File: src/rtl/nttn_sequencer.sv
// Command-driven sequencer for the NTTN serial interface: streams twiddle or polynomial
// words from a source RAM, pulses load/start, then captures the result burst into a result RAM.
module nttn_sequencer #(
    parameter int DATA_W    = 32,
    parameter int RING_SIZE = 1024,
    parameter int TW_WORDS  = 2082,
    parameter int ADDR_W    = 12,
    parameter int GAP       = 5,
    parameter int TIMEOUT   = 65535
) (
    input  logic              clk,
    input  logic              reset,
    input  logic              cmd_valid,
    output logic              cmd_ready,
    input  logic [1:0]        cmd_op,
    input  logic [ADDR_W-1:0] cmd_base,
    output logic              cmd_done,
    output logic              cmd_err,
    output logic              busy,
    output logic              mem_rd,
    output logic [ADDR_W-1:0] mem_addr,
    input  logic [DATA_W-1:0] mem_rdata,
    output logic              res_we,
    output logic [ADDR_W-1:0] res_addr,
    output logic [DATA_W-1:0] res_wdata,
    output logic              nttn_load_w,
    output logic              nttn_load_data,
    output logic              nttn_start,
    output logic              nttn_start_intt,
    output logic [DATA_W-1:0] nttn_din,
    input  logic              nttn_done,
    input  logic [DATA_W-1:0] nttn_dout
);

    localparam int CMAX0 = (TW_WORDS > RING_SIZE) ? TW_WORDS : RING_SIZE;
    localparam int CMAX1 = (CMAX0 > TIMEOUT) ? CMAX0 : TIMEOUT;
    localparam int CMAX  = (CMAX1 > GAP) ? CMAX1 : GAP;
    localparam int CNT_W = $clog2(CMAX + 1);

    localparam logic [CNT_W-1:0] TW_C   = CNT_W'(TW_WORDS);
    localparam logic [CNT_W-1:0] RING_C = CNT_W'(RING_SIZE);
    localparam logic [CNT_W-1:0] GAP_C  = CNT_W'(GAP);
    localparam logic [CNT_W-1:0] TMO_C  = CNT_W'(TIMEOUT - 1);
    localparam logic [CNT_W-1:0] ONE_C  = CNT_W'(1);

    localparam logic [1:0] OP_TW   = 2'd0;
    localparam logic [1:0] OP_NTT  = 2'd1;
    localparam logic [1:0] OP_INTT = 2'd2;
    localparam logic [1:0] OP_RSV  = 2'd3;

    typedef enum logic [2:0] {
        S_IDLE, S_PULSE, S_STREAM, S_GAP, S_START, S_WAIT, S_CAPTURE, S_FINISH
    } state_t;

    state_t             state_q;
    logic [1:0]         op_q;
    logic [ADDR_W-1:0]  base_q;
    logic               tw_loaded_q;
    logic [CNT_W-1:0]   cnt_q;
    logic               rd_vld_q;
    logic [DATA_W-1:0]  din_hold_q;
    logic [DATA_W-1:0]  din_hold_d;
    logic [CNT_W-1:0]   n_words;

    logic               cmd_ready_q, cmd_done_q, cmd_err_q, busy_q;
    logic               mem_rd_q, res_we_q;
    logic [ADDR_W-1:0]  mem_addr_q, res_addr_q;
    logic               load_w_q, load_data_q, start_q, start_intt_q;

    assign n_words = (op_q == OP_TW) ? TW_C : RING_C;

    // RAM data lands one cycle after the read; pass it straight through that cycle, hold it after.
    assign din_hold_d = rd_vld_q ? mem_rdata : din_hold_q;
    assign nttn_din   = din_hold_d;
    assign res_wdata  = res_we_q ? nttn_dout : '0;

    assign cmd_ready       = cmd_ready_q;
    assign cmd_done        = cmd_done_q;
    assign cmd_err         = cmd_err_q;
    assign busy            = busy_q;
    assign mem_rd          = mem_rd_q;
    assign mem_addr        = mem_addr_q;
    assign res_we          = res_we_q;
    assign res_addr        = res_addr_q;
    assign nttn_load_w     = load_w_q;
    assign nttn_load_data  = load_data_q;
    assign nttn_start      = start_q;
    assign nttn_start_intt = start_intt_q;

    always_ff @(posedge clk or posedge reset) begin
        if (reset) begin
            rd_vld_q   <= 1'b0;
            din_hold_q <= '0;
        end else begin
            rd_vld_q   <= mem_rd_q;
            din_hold_q <= din_hold_d;
        end
    end

    always_ff @(posedge clk or posedge reset) begin
        if (reset) begin
            state_q      <= S_IDLE;
            op_q         <= OP_TW;
            base_q       <= '0;
            tw_loaded_q  <= 1'b0;
            cnt_q        <= '0;
            cmd_ready_q  <= 1'b1;
            cmd_done_q   <= 1'b0;
            cmd_err_q    <= 1'b0;
            busy_q       <= 1'b0;
            mem_rd_q     <= 1'b0;
            mem_addr_q   <= '0;
            res_we_q     <= 1'b0;
            res_addr_q   <= '0;
            load_w_q     <= 1'b0;
            load_data_q  <= 1'b0;
            start_q      <= 1'b0;
            start_intt_q <= 1'b0;
        end else begin
            cmd_done_q   <= 1'b0;
            cmd_err_q    <= 1'b0;
            load_w_q     <= 1'b0;
            load_data_q  <= 1'b0;
            start_q      <= 1'b0;
            start_intt_q <= 1'b0;
            unique case (state_q)
                S_IDLE: begin
                    if (cmd_valid && cmd_ready_q) begin
                        op_q        <= cmd_op;
                        base_q      <= cmd_base;
                        cmd_ready_q <= 1'b0;
                        busy_q      <= 1'b1;
                        if (cmd_op == OP_RSV || (cmd_op != OP_TW && !tw_loaded_q)) begin
                            state_q    <= S_FINISH;
                            cmd_done_q <= 1'b1;
                            cmd_err_q  <= 1'b1;
                        end else begin
                            state_q     <= S_PULSE;
                            load_w_q    <= (cmd_op == OP_TW);
                            load_data_q <= (cmd_op != OP_TW);
                            mem_rd_q    <= 1'b1;
                            mem_addr_q  <= cmd_base;
                            cnt_q       <= ONE_C;
                        end
                    end
                end
                S_PULSE, S_STREAM: begin
                    // cnt_q counts reads issued; the cycle with no read is the last word on din.
                    if (state_q == S_STREAM && !mem_rd_q) begin
                        state_q <= S_GAP;
                        cnt_q   <= ONE_C;
                    end else begin
                        state_q <= S_STREAM;
                        if (cnt_q < n_words) begin
                            mem_rd_q   <= 1'b1;
                            mem_addr_q <= mem_addr_q + ADDR_W'(1);
                            cnt_q      <= cnt_q + ONE_C;
                        end else begin
                            mem_rd_q <= 1'b0;
                        end
                    end
                end
                S_GAP: begin
                    if (cnt_q >= GAP_C) begin
                        if (op_q == OP_TW) begin
                            state_q    <= S_FINISH;
                            cmd_done_q <= 1'b1;
                        end else begin
                            state_q      <= S_START;
                            start_q      <= (op_q == OP_NTT);
                            start_intt_q <= (op_q == OP_INTT);
                        end
                    end else begin
                        cnt_q <= cnt_q + ONE_C;
                    end
                end
                S_START: begin
                    state_q <= S_WAIT;
                    cnt_q   <= ONE_C;
                end
                S_WAIT: begin
                    if (nttn_done) begin
                        state_q    <= S_CAPTURE;
                        res_we_q   <= 1'b1;
                        res_addr_q <= base_q;
                        cnt_q      <= ONE_C;
                    end else if (cnt_q >= TMO_C) begin
                        state_q    <= S_FINISH;
                        cmd_done_q <= 1'b1;
                        cmd_err_q  <= 1'b1;
                    end else begin
                        cnt_q <= cnt_q + ONE_C;
                    end
                end
                S_CAPTURE: begin
                    if (cnt_q >= RING_C) begin
                        res_we_q   <= 1'b0;
                        state_q    <= S_FINISH;
                        cmd_done_q <= 1'b1;
                    end else begin
                        res_addr_q <= res_addr_q + ADDR_W'(1);
                        cnt_q      <= cnt_q + ONE_C;
                    end
                end
                S_FINISH: begin
                    state_q     <= S_IDLE;
                    cmd_ready_q <= 1'b1;
                    busy_q      <= 1'b0;
                    if (op_q == OP_TW) tw_loaded_q <= 1'b1;
                end
                default: state_q <= S_IDLE;
            endcase
        end
    end

endmodule

File: config.mk
export PLATFORM = sky130hd
export DESIGN_NAME = nttn_sequencer
export DESIGN_NICKNAME = d
export VERILOG_FILES = /design/src/rtl/nttn_sequencer.sv
export SDC_FILE = /design/constraint.sdc
export NUM_CORES = 1
export LEC_CHECK = 0
export ABC_CLOCK_PERIOD_IN_PS = 3930
export CAP_MARGIN = 20
export CORE_ASPECT_RATIO = 1.5
export CORE_MARGIN = 2
export CORE_UTILIZATION = 30
export DETAILED_ROUTE_END_ITERATION = 8
export PLACE_DENSITY_LB_ADDON = 0.25
export SYNTH_ARGS = -nofsm -noshare
export SYNTH_HDL_FRONTEND = slang
export SYNTH_SLANG_ARGS = --single-unit
File: constraint.sdc
create_clock -name clk -period 3.93 [get_ports clk]
set_clock_uncertainty 0.15 [all_clocks]
set_input_delay 0.786 -clock clk [delete_from_list [all_inputs] [get_ports clk]]
set_output_delay 0.786 -clock clk [all_outputs]
set_load 0.02 [all_outputs]
==> metrics.yaml <==
global_route:
  maximum_number_of_pins_on_one_net_before_global_route_repair: 54
  grt_pass1_vias: 4710
  grt_overflow: 0
  grt_pass1_wl_um: 24200
  grt_util_all_layers: 0.155
  antenna_found_initial: 1
cts:
  clock_insertion_delay_worst_skew_ns: 0.34
  postCtsResizedCells: 0
  number_of_buffers_created_by_cts: 9
  postCtsHoldBufs: 0
  cts_post_setup_buffers_inserted: 0
  clock_transition_at_path_regs_ns: 0.07
  cts_sinks: 101
  cts.htree.levels: 3
  cts_root_buf: "sky130_fd_sc_hd__clkbuf_16"
  cts_tree: "yes"
  maximum_clock_insertion_buffer_count: 2
pwr:
  power_leakage_nw: 3.07
  power_frac_clock: 0.137
  pwr-share-seq: 0.305
  internal-power_w: 0.00353
  sw_pwr_w: 0.00268
  total_chip_power_w: 0.00622
  power.density_nw_per_um2: 815
  vdd.ir_drop.worst_v: 0.000277
  switching_share: 0.432
  power_frac_comb: 0.558
cells_and_area:
  layoutNonFillerInstCount: 925
  area_growth_syn_to_layout_pct: 42.4
  num-nets-final: 795
  final_common_cell: "sky130_fd_sc_hd__clkdlybuf4s50_1"
  drive_gt1_frac: 0.120
  most-common-layout-cells: "179 x sky130_fd_sc_hd__clkdlybuf4s50_1, 100 x sky130_fd_sc_hd__dfrtp_1, 46 x sky130_fd_sc_hd__nand2_1"
  final_core_util: 0.438
floorplan:
  y_dimension_of_the_die_um: 168
  dieArea_sq_um: 18900
  io_pins: 180
  initial_utilization: 0.307
  die-width_um: 113
  floorplan.core_area_sq_um: 17400
  rows: 59
hold_path:
  min_path_type: "reg -> reg"
synthesis:
  seq_area_frac_synth: 0.473
  netlist_area_sq_um: 5350
  post_synth_num_cell_types: 61
  synth_simple_gate_area_frac: 0.196
  async_flop_share: 1.00
  ys.flop_type: "sky130_fd_sc_hd__dfrtp_1"
  avgSynthCellArea_sq_um: 9.91
  synth_xor_area_frac: 0.00164
  count_of_flip_flops_with_a_built_in_enable_after_synthesis: 0
  ys_seq_elements: 101
  synth-adder-area-share: 0.0178
  synthMuxAreaShare: 0.102
  postSynthNetCount: 629
  syn_inst: 540
  post_synthesis_compound_gate_area_fraction: 0.174
  dominant_combinational_cell_family_by_area_after_synthesis: "simple AND/OR/NAND/NOR gates"
  synth.yosys.warnings: 0
route:
  vias: 4757
  routed_wire_length_per_instance_um: 15.8
  drt_first_iter_violations: 287
  first_pass_iters: 7
  wirelength_um: 14600
  drcViolationCount: 16
  drt-vias-per-instance: 5.14
  route.antenna.remaining_nets: 0
sta:
  final-max-slew-violation-count: 0
  max-slew-margin-rel: 0.498
  report.final.setup_viol: 0
  fmax_mhz: 332
  finalCritPeriodShare: 0.766
  tightestPinTransition_ns: 0.754
  finalWorstPathRequiredPeriod_ns: 3.01
  hold_ws_ns: 0.346
  setup_tns_ns: 0
  final_number_of_hold_violating_endpoints: 0
  setup_repair_after_global_routing_missed_its_margin: "false"
worst_setup_path:
  worst_ep_required_time_ns: 4.01
  critPathCaptureType: "flip-flop"
  crit_path_start_kind: "flip-flop"
  worstPathArrival_ns: 3.09
  cp_max_fo: 11
  worst-setup-path-type: "reg -> reg"
outcome:
  run_status: "finished with violations"
  violations_in_the_final_reports: "DRC"
placement:
  placed_cells: 908
  finalWeightedCongestion: 0.855
  placement.io_buffers: 179
  detailed_place_hpwl_um: 11100
run:
  maxCapViolCount: 0
-- path summary, 6_finish.rpt --
path	start	endpoint	slack (ns)	cells after the start
min in group asynchronous	reset	din_hold_q[24]	0.74	2
min reg2reg	din_hold_q[29]	din_hold_q[29]	0.35	1
max	cnt_q[6]	cnt_q[14]	0.92	6
max in group asynchronous	reset	din_hold_q[6]	2.18	3
max reg2reg	cnt_q[6]	cnt_q[14]	0.92	6
min	din_hold_q[29]	din_hold_q[29]	0.35	1
-- per-layer routing --
metal  track usage  wire length, um  vias to the layer above
li1              -                -                     2298
met1         0.186             5720                     2292
met2         0.274             7760                      141
met3        0.0206              732                       26
met4        0.0642              384                        0
met5             0                0                        -
-- flip-flops by register name (all words and copies together), names as in the netlist --
| name | flops |
|---|---|
| nttn_start | 1 |
| nttn_load_w | 1 |
| nttn_load_data | 1 |
| state_q | 3 |
| mem_rd | 1 |
| cnt_q | 16 |
| mem_addr | 12 |
| din_hold_q | 32 |
| cmd_err | 1 |
| busy | 1 |
| res_we | 1 |
| nttn_start_intt | 1 |
| tw_loaded_q | 1 |
| base_q | 12 |
| op_q | 2 |
| cmd_ready | 1 |
| res_addr | 12 |
| cmd_done | 1 |
| rd_vld_q | 1 |
-- cell type report --
cell class / instances / area (sq um)
flip-flops and latches: 101 / 2530
clock inverters: 7 / 58.8
clock buffers: 9 / 225
multi-input cells: 395 / 2630
repair buffers: 186 / 1860
diodes: 1 / 2.50
inverters: 13 / 51.3
well taps: 213 / 267
fillers: 1664 / 9800
-- worst max-delay path, cell delays in order (launching register included) --
cell	delay [ns]
sky130_fd_sc_hd__dfrtp_1	0.45
sky130_fd_sc_hd__or4_4	0.55
sky130_fd_sc_hd__o311ai_2	0.37
sky130_fd_sc_hd__a221oi_2	0.17
sky130_fd_sc_hd__or4_4	0.68
sky130_fd_sc_hd__or3_1	0.40
sky130_fd_sc_hd__o2bb2ai_1	0.13
-- power by group through the flow --
stage | registers [W] | clock network (W) | logic [W]
6_report | 0.00190 | 0.000849 | 0.00347
5_1_grt | 0.00198 | 0.000926 | 0.00377
4_1_cts | 0.00190 | 0.000885 | 0.00349
3_5_place_dp | 0.00191 | 0 | 0.00348
3_3_place_gp | 0.00189 | 0 | 0.00344
2_1_floorplan | 0.00190 | 0 | 0.00216
-- cell usage after synthesis, types with 6 or more instances --
library cell,number,area (sq um)
sky130_fd_sc_hd__a21oi_1,41,205
sky130_fd_sc_hd__a22o_1,6,52.6
sky130_fd_sc_hd__a2bb2oi_1,6,52.6
sky130_fd_sc_hd__and2_1,36,225
sky130_fd_sc_hd__and3_1,9,56.3
sky130_fd_sc_hd__buf_1,6,22.5
sky130_fd_sc_hd__clkbuf_1,20,75.1
sky130_fd_sc_hd__dfrtp_1,100,2500
sky130_fd_sc_hd__ha_1,6,75.1
sky130_fd_sc_hd__inv_1,13,48.8
sky130_fd_sc_hd__mux2_2,45,507
sky130_fd_sc_hd__nand2_1,46,173
sky130_fd_sc_hd__nand2b_1,6,37.5
sky130_fd_sc_hd__nand3_1,31,155
sky130_fd_sc_hd__nand4_1,6,37.5
sky130_fd_sc_hd__nor2_1,25,93.8
sky130_fd_sc_hd__nor3_1,12,60.1
sky130_fd_sc_hd__o21ai_0,35,175
sky130_fd_sc_hd__o22ai_1,6,37.5
sky130_fd_sc_hd__o31ai_1,11,82.6
-- through the flow --
step                instance area, sq um  setup slack, ns
finish                              7620            0.920
global placement                    7340            0.782
detailed placement                  7340            0.731
floorplan                           5350            0.349
CTS                                 7620            0.910
global route                        7620            0.777
-- logic make-up (layout without fill, tap and decap cells) --
| logic type | after synthesis | after routing |
|---|---|---|
| AO/OA/AOI/OAI | 143 | 143 |
| XOR/XNOR | 1 | 1 |
| multiplexers | 49 | 49 |
| buffers and inverters | 44 | 215 |
| adder cells (fa/ha/maj) | 7 | 7 |
| flip-flops | 101 | 101 |
| other | 0 | 1 |
| AND/OR/NAND/NOR | 195 | 195 |
No activity file was read; power rests on OpenSTA's default activity.
